$ cat config.mk
export PLATFORM = sky130hd
export DESIGN_NAME = frame_capture_ctrl
export DESIGN_NICKNAME = d
export VERILOG_FILES = /design/src/rtl/cam_pkg.sv /design/src/rtl/capture_addr_counter.sv /design/src/rtl/frame_capture_ctrl.sv
export SDC_FILE = /design/constraint.sdc
export NUM_CORES = 1
export LEC_CHECK = 0
export CAP_MARGIN = 10
export CORE_MARGIN = 3
export CORE_UTILIZATION = 50
export DETAILED_ROUTE_END_ITERATION = 10
export PLACE_DENSITY = 0.75
export SLEW_MARGIN = 20
export SYNTH_ARGS = -nofsm -noshare
export SYNTH_HDL_FRONTEND = slang
export SYNTH_SLANG_ARGS = --single-unit
$ cat constraint.sdc
create_clock -name clk25 -period 4.57 [get_ports clk25]
set_input_delay 0.457 -clock clk25 [delete_from_list [all_inputs] [get_ports clk25]]
set_output_delay 0.457 -clock clk25 [all_outputs]
set_load 0.05 [all_outputs]
$ cat src/rtl/cam_pkg.sv
// rtl/cam_pkg.sv - shared frame geometry and capture state type
package cam_pkg;

  localparam int HREZ = 160;
  localparam int VREZ = 120;
  localparam int TREZ = HREZ * VREZ;

  typedef enum logic [1:0] {
    IDLE     = 2'd0,
    ARM      = 2'd1,
    WAIT_SOF = 2'd2,
    CAPTURE  = 2'd3
  } cap_state_t;

  // Counter needs one extra code beyond the last address to represent "full".
  function automatic int cnt_width(input int trez);
    return $clog2(trez + 1);
  endfunction

endpackage

$ cat src/rtl/capture_addr_counter.sv
// rtl/capture_addr_counter.sv - saturating pixel counter that doubles as the write address
module capture_addr_counter #(
  parameter int TREZ  = cam_pkg::TREZ,
  parameter int CNT_W = cam_pkg::cnt_width(cam_pkg::TREZ)
) (
  input  logic             clk25,
  input  logic             reset_n,
  input  logic             i_clear,
  input  logic             i_inc,
  output logic [CNT_W-1:0] o_pix_cnt,
  output logic             o_full
);

  logic [CNT_W-1:0] r_cnt;
  logic             w_full;

  assign w_full    = (r_cnt == CNT_W'(TREZ));
  assign o_pix_cnt = r_cnt;
  assign o_full    = w_full;

  // Clear wins so a re-arm in the same cycle as a stray increment starts at 0.
  always_ff @(posedge clk25 or negedge reset_n) begin
    if (!reset_n) begin
      r_cnt <= '0;
    end else if (i_clear) begin
      r_cnt <= '0;
    end else if (i_inc && !w_full) begin
      r_cnt <= r_cnt + CNT_W'(1);
    end
  end

endmodule

$ cat src/rtl/frame_capture_ctrl.sv
// rtl/frame_capture_ctrl.sv - single-shot/continuous frame capture sequencer for the frame buffer
module frame_capture_ctrl #(
  parameter int HREZ   = cam_pkg::HREZ,
  parameter int VREZ   = cam_pkg::VREZ,
  parameter int ADDR_W = 17,
  parameter int DATA_W = 12
) (
  input  logic              clk25,
  input  logic              reset_n,
  input  logic              start,
  input  logic              continuous,
  input  logic              abort,
  input  logic              vsync,
  input  logic              pix_valid,
  input  logic [DATA_W-1:0] pix_data,
  output logic              wr_en,
  output logic [ADDR_W-1:0] wr_addr,
  output logic [DATA_W-1:0] wr_data,
  output logic              busy,
  output logic              done,
  output logic              overflow,
  output logic              short_frame,
  output logic [15:0]       frame_count
);

  import cam_pkg::*;

  localparam int TREZ  = HREZ * VREZ;
  localparam int CNT_W = ADDR_W + 1;

  cap_state_t       r_state;
  logic             r_vsync_d;
  logic             r_cont;
  logic             w_rise;
  logic             w_fall;
  logic             w_clr;
  logic             w_inc;
  logic             w_full;
  logic [CNT_W-1:0] w_pix_cnt;

  assign w_rise = vsync & ~r_vsync_d;
  assign w_fall = ~vsync & r_vsync_d;

  // Counter control mirrors the FSM transitions below; abort freezes it.
  assign w_clr = !abort && (((r_state == IDLE) && start) ||
                            ((r_state == WAIT_SOF) && w_rise) ||
                            ((r_state == CAPTURE) && w_fall && r_cont));
  assign w_inc = !abort && (r_state == CAPTURE) && !w_fall && pix_valid && !w_full;

  capture_addr_counter #(
    .TREZ  (TREZ),
    .CNT_W (CNT_W)
  ) u_addr_cnt (
    .clk25     (clk25),
    .reset_n   (reset_n),
    .i_clear   (w_clr),
    .i_inc     (w_inc),
    .o_pix_cnt (w_pix_cnt),
    .o_full    (w_full)
  );

  always_ff @(posedge clk25 or negedge reset_n) begin
    if (!reset_n) begin
      r_state     <= IDLE;
      r_vsync_d   <= 1'b0;
      r_cont      <= 1'b0;
      wr_en       <= 1'b0;
      wr_addr     <= '0;
      wr_data     <= '0;
      busy        <= 1'b0;
      done        <= 1'b0;
      overflow    <= 1'b0;
      short_frame <= 1'b0;
      frame_count <= '0;
    end else begin
      r_vsync_d <= vsync;
      wr_en     <= 1'b0;
      done      <= 1'b0;
      if (abort) begin
        r_state <= IDLE;
        busy    <= 1'b0;
      end else begin
        case (r_state)
          IDLE: begin
            if (start) begin
              r_state     <= ARM;
              busy        <= 1'b1;
              r_cont      <= continuous;
              overflow    <= 1'b0;
              short_frame <= 1'b0;
            end
          end
          // Wait for blanking so a frame already underway is never taken partially.
          ARM: begin
            if (!vsync) begin
              r_state <= WAIT_SOF;
            end
          end
          WAIT_SOF: begin
            if (w_rise) begin
              r_state <= CAPTURE;
            end
          end
          CAPTURE: begin
            if (w_fall) begin
              done        <= 1'b1;
              frame_count <= frame_count + 16'd1;
              if (!w_full) begin
                short_frame <= 1'b1;
              end
              if (r_cont) begin
                r_state <= WAIT_SOF;
              end else begin
                r_state <= IDLE;
                busy    <= 1'b0;
              end
            end else if (pix_valid) begin
              if (w_full) begin
                overflow <= 1'b1;
              end else begin
                wr_en   <= 1'b1;
                wr_addr <= ADDR_W'(w_pix_cnt);
                wr_data <= pix_data;
              end
            end
          end
          default: begin
            r_state <= IDLE;
            busy    <= 1'b0;
          end
        endcase
      end
    end
  end

endmodule

==> results.ini <==
[run_status]
outcome=completed

[clock_tree]
path_clk_slew_ps=80
cts_buffers=9
cts_tree=built
clk_latency_ps=340
htree_levels=3
clock-sinks=72
max-clock-path-buffers=2
post-cts-setup-buffer-count=0
cts_root_buf=clkbuf_8
cts_resized=0
cts_hold_buf=0

[grt]
grt_max_degree=38
grt_overflow=0
grt_pass1_vias=2319
antenna_found_initial=0
grt_util_all_layers_pct=18.4
grt_pass1_wl_mm=10.9

[timing]
rsz0062_at_grt=false
finClkSkew_ps=10.1
clock.fmax_ghz=0.358
setup_viol=0
whs_ps=204
fin_crit_sh_pct=61.2
worst_slack_ps=1770
timing.final.crit_period_ps=2800
slew_violations=0
slew_headroom_pct=46.0
hold_viol_final=0
worst_pin_slew_ps=809
fin_tns_setup_ps=0

[power_and_ir_drop]
pwr-share-clk_pct=42.6
pwr-share-seq_pct=46.1
switchingPower_uw=343
total_leakage_power_nw=1.91
combPwrFrac_pct=11.3
p_int_mw=1.12
powerDensity_mw_per_mm2=342
swShare_pct=23.5
vdd.ir_drop.worst_v=0.000223

[worst_setup_path]
crit_fanout=22
crit_chain=clkdlybuf4s50_1, nand4b_1, nand2b_1, nor2_4, buf_4, mux2_4
max_stage_delay_ps=700
rrSetupSlack_ps=1980
crit_required_ps=4790
crit_cells=6
reg2reg_from=u_addr_cnt.o_pix_cnt[5]
crit_path_start=abort
cpLargestDelayFamily=simple AND/OR/NAND/NOR gates
setup.worst_path.end=wr_addr[3]
end_kind=flop
cp-start-kind=input pin
rr_endpoint=wr_addr[3]
r2r_cells=6
arrival_ps=3020
critPathBufInv=2
worstSetupPathType=in -> reg
cp_slowest_cell=nor2_4

[routing]
wire_per_inst_um=15.2
drt_iter0_drc=74
vias_per_cell=5.35
drt-total-wl_mm=6.38
num_vias=2245
drtPass1Iterations=4
postRouteAntennaNets=0
post-route-drc-count=0

[floorplan]
rows=28
core_area_mm2=0.00617
die_h_um=87.2
io_pins=69
die_area_mm2=0.00760
die_w_um=87.2
start_util_pct=53.5

[placed_design]
dp_slack_ps=1390
hpwl_mm=4.35
place.gp.congestion=0.874
io_buffers=68

[yosys]
synth_top_area_share_pct=54.6
yosys_warnings=0
synthArstFlopShare_pct=100
synth.top_cells.by_area=dfrtp_1 (55%), mux2_4 (12%), xor2_1 (3.2%)
ys.flop_type=dfrtp_1
yosysMostFrequentCell=dfrtp_1
ys_top_cells_by_count=dfrtp_1 (72), mux2_4 (27), nand2_1 (19), nor2_1 (19)
yosysSeqAreaShare_pct=54.6
synth-seq-cells=72
yosysUniqueCellTypes=43
synth_top_cell_by_area=dfrtp_1
synth_edf_count=0
syn_inst=269
synth_fp_nets=291
synth.cell_area_mm2=0.00330
syn_avg_cell_area_um2=12.3

[finish]
layout-drive-gt1-share_pct=17.4
fin_nets=362
area_growth_syn_to_layout_pct=29.5
diodes=0
num-fill-cells=445

[hold_path]
hold_path_class=in -> async

[run]
timing.max_cap.violations=0

per-layer routing:
layer  vias to the layer above  GRT usage (%)  share of wire [%]
met1                      1090           26.4                 48
li1                       1086              -                  -
met3                         8           3.97                6.5
met5                         -              0                  0
met2                        61           27.1                 45
met4                         0           7.95                1.4
cells by family after synthesis:
| group | Yosys count | synth area share, % |
|---|---|---|
| AND/OR/NAND/NOR | 97 | 17.2 |
| flip-flops | 72 | 54.6 |
| multiplexers | 30 | 13.3 |
| adder cells (fa/ha/maj) | 3 | 1.14 |
| XOR/XNOR | 23 | 6.11 |
| AO/OA/AOI/OAI | 26 | 4.71 |
| buffers and inverters | 18 | 2.92 |
cell type report:
cell class | instances | area, um2 | share of cell area [%]
Tap cell | 75 | 93.8 | 2.20
Sequential cell | 72 | 1800 | 42.2
Multi-Input combinational cell | 179 | 1400 | 32.8
Clock inverter | 5 | 103 | 2.40
Clock buffer | 11 | 151 | 3.55
Inverter | 8 | 30.0 | 0.703
Timing Repair Buffer | 70 | 691 | 16.2
worst min path at each step:
stage,from,to,slack [ps],cells past startpoint
6_report,reset_n,wr_data[10],200,1
5_1_grt,reset_n,wr_data[10],270,1
4_1_cts,reset_n,wr_data[8],230,1
3_5_place_dp,busy,busy,470,1
3_3_place_gp,frame_count[15],frame_count[15],470,1
2_1_floorplan,reset_n,busy,160,0
registers in the layout, summed over array words and instances, names as in the netlist, 2 cells and up:
signal / flops
u_addr_cnt.o_pix_cnt: 18
wr_addr: 17
frame_count: 16
wr_data: 12
r_state: 2
per-stage QoR:
step                cell area, um2  std cells  util (%)  total power [mW]
global placement              4020        404      65.1             0.849
floorplan                     3300        269         -             0.780
global route                  4270        420      69.2              1.51
detailed placement            4020        404      65.1             0.851
CTS                           4270        420      69.2              1.48
finish                        4270        420      69.2              1.46
cells in the final DEF (no fill, tap or decap), drive strengths merged, types with 3 or more instances in the layout:
cell type | Yosys | final
dfrtp | 72 | 72
clkdlybuf4s50 | 0 | 67
mux2 | 30 | 30
nor2 | 20 | 20
nand2 | 19 | 19
nand3 | 12 | 12
xor2 | 12 | 12
xnor2 | 11 | 11
clkbuf | 4 | 11
nand4 | 9 | 9
a21oi | 9 | 9
inv | 8 | 8
nor3 | 7 | 7
o21ai | 6 | 6
and3 | 5 | 5
or3 | 4 | 4
nand2b | 3 | 3
and4 | 3 | 3
o31ai | 3 | 3
ha | 3 | 3
bufinv | 0 | 3
buf | 6 | 3
power by group through the flow:
| stage | registers, mW | logic [mW] | clock network (mW) |
|---|---|---|---|
| 3_5_place_dp | 0.685 | 0.166 | 0 |
| 2_1_floorplan | 0.742 | 0.0375 | 0 |
| 5_1_grt | 0.676 | 0.175 | 0.662 |
| 4_1_cts | 0.673 | 0.167 | 0.636 |
| 3_3_place_gp | 0.685 | 0.164 | 0 |
| 6_report | 0.673 | 0.164 | 0.622 |
(Power assumes the default switching activity.)
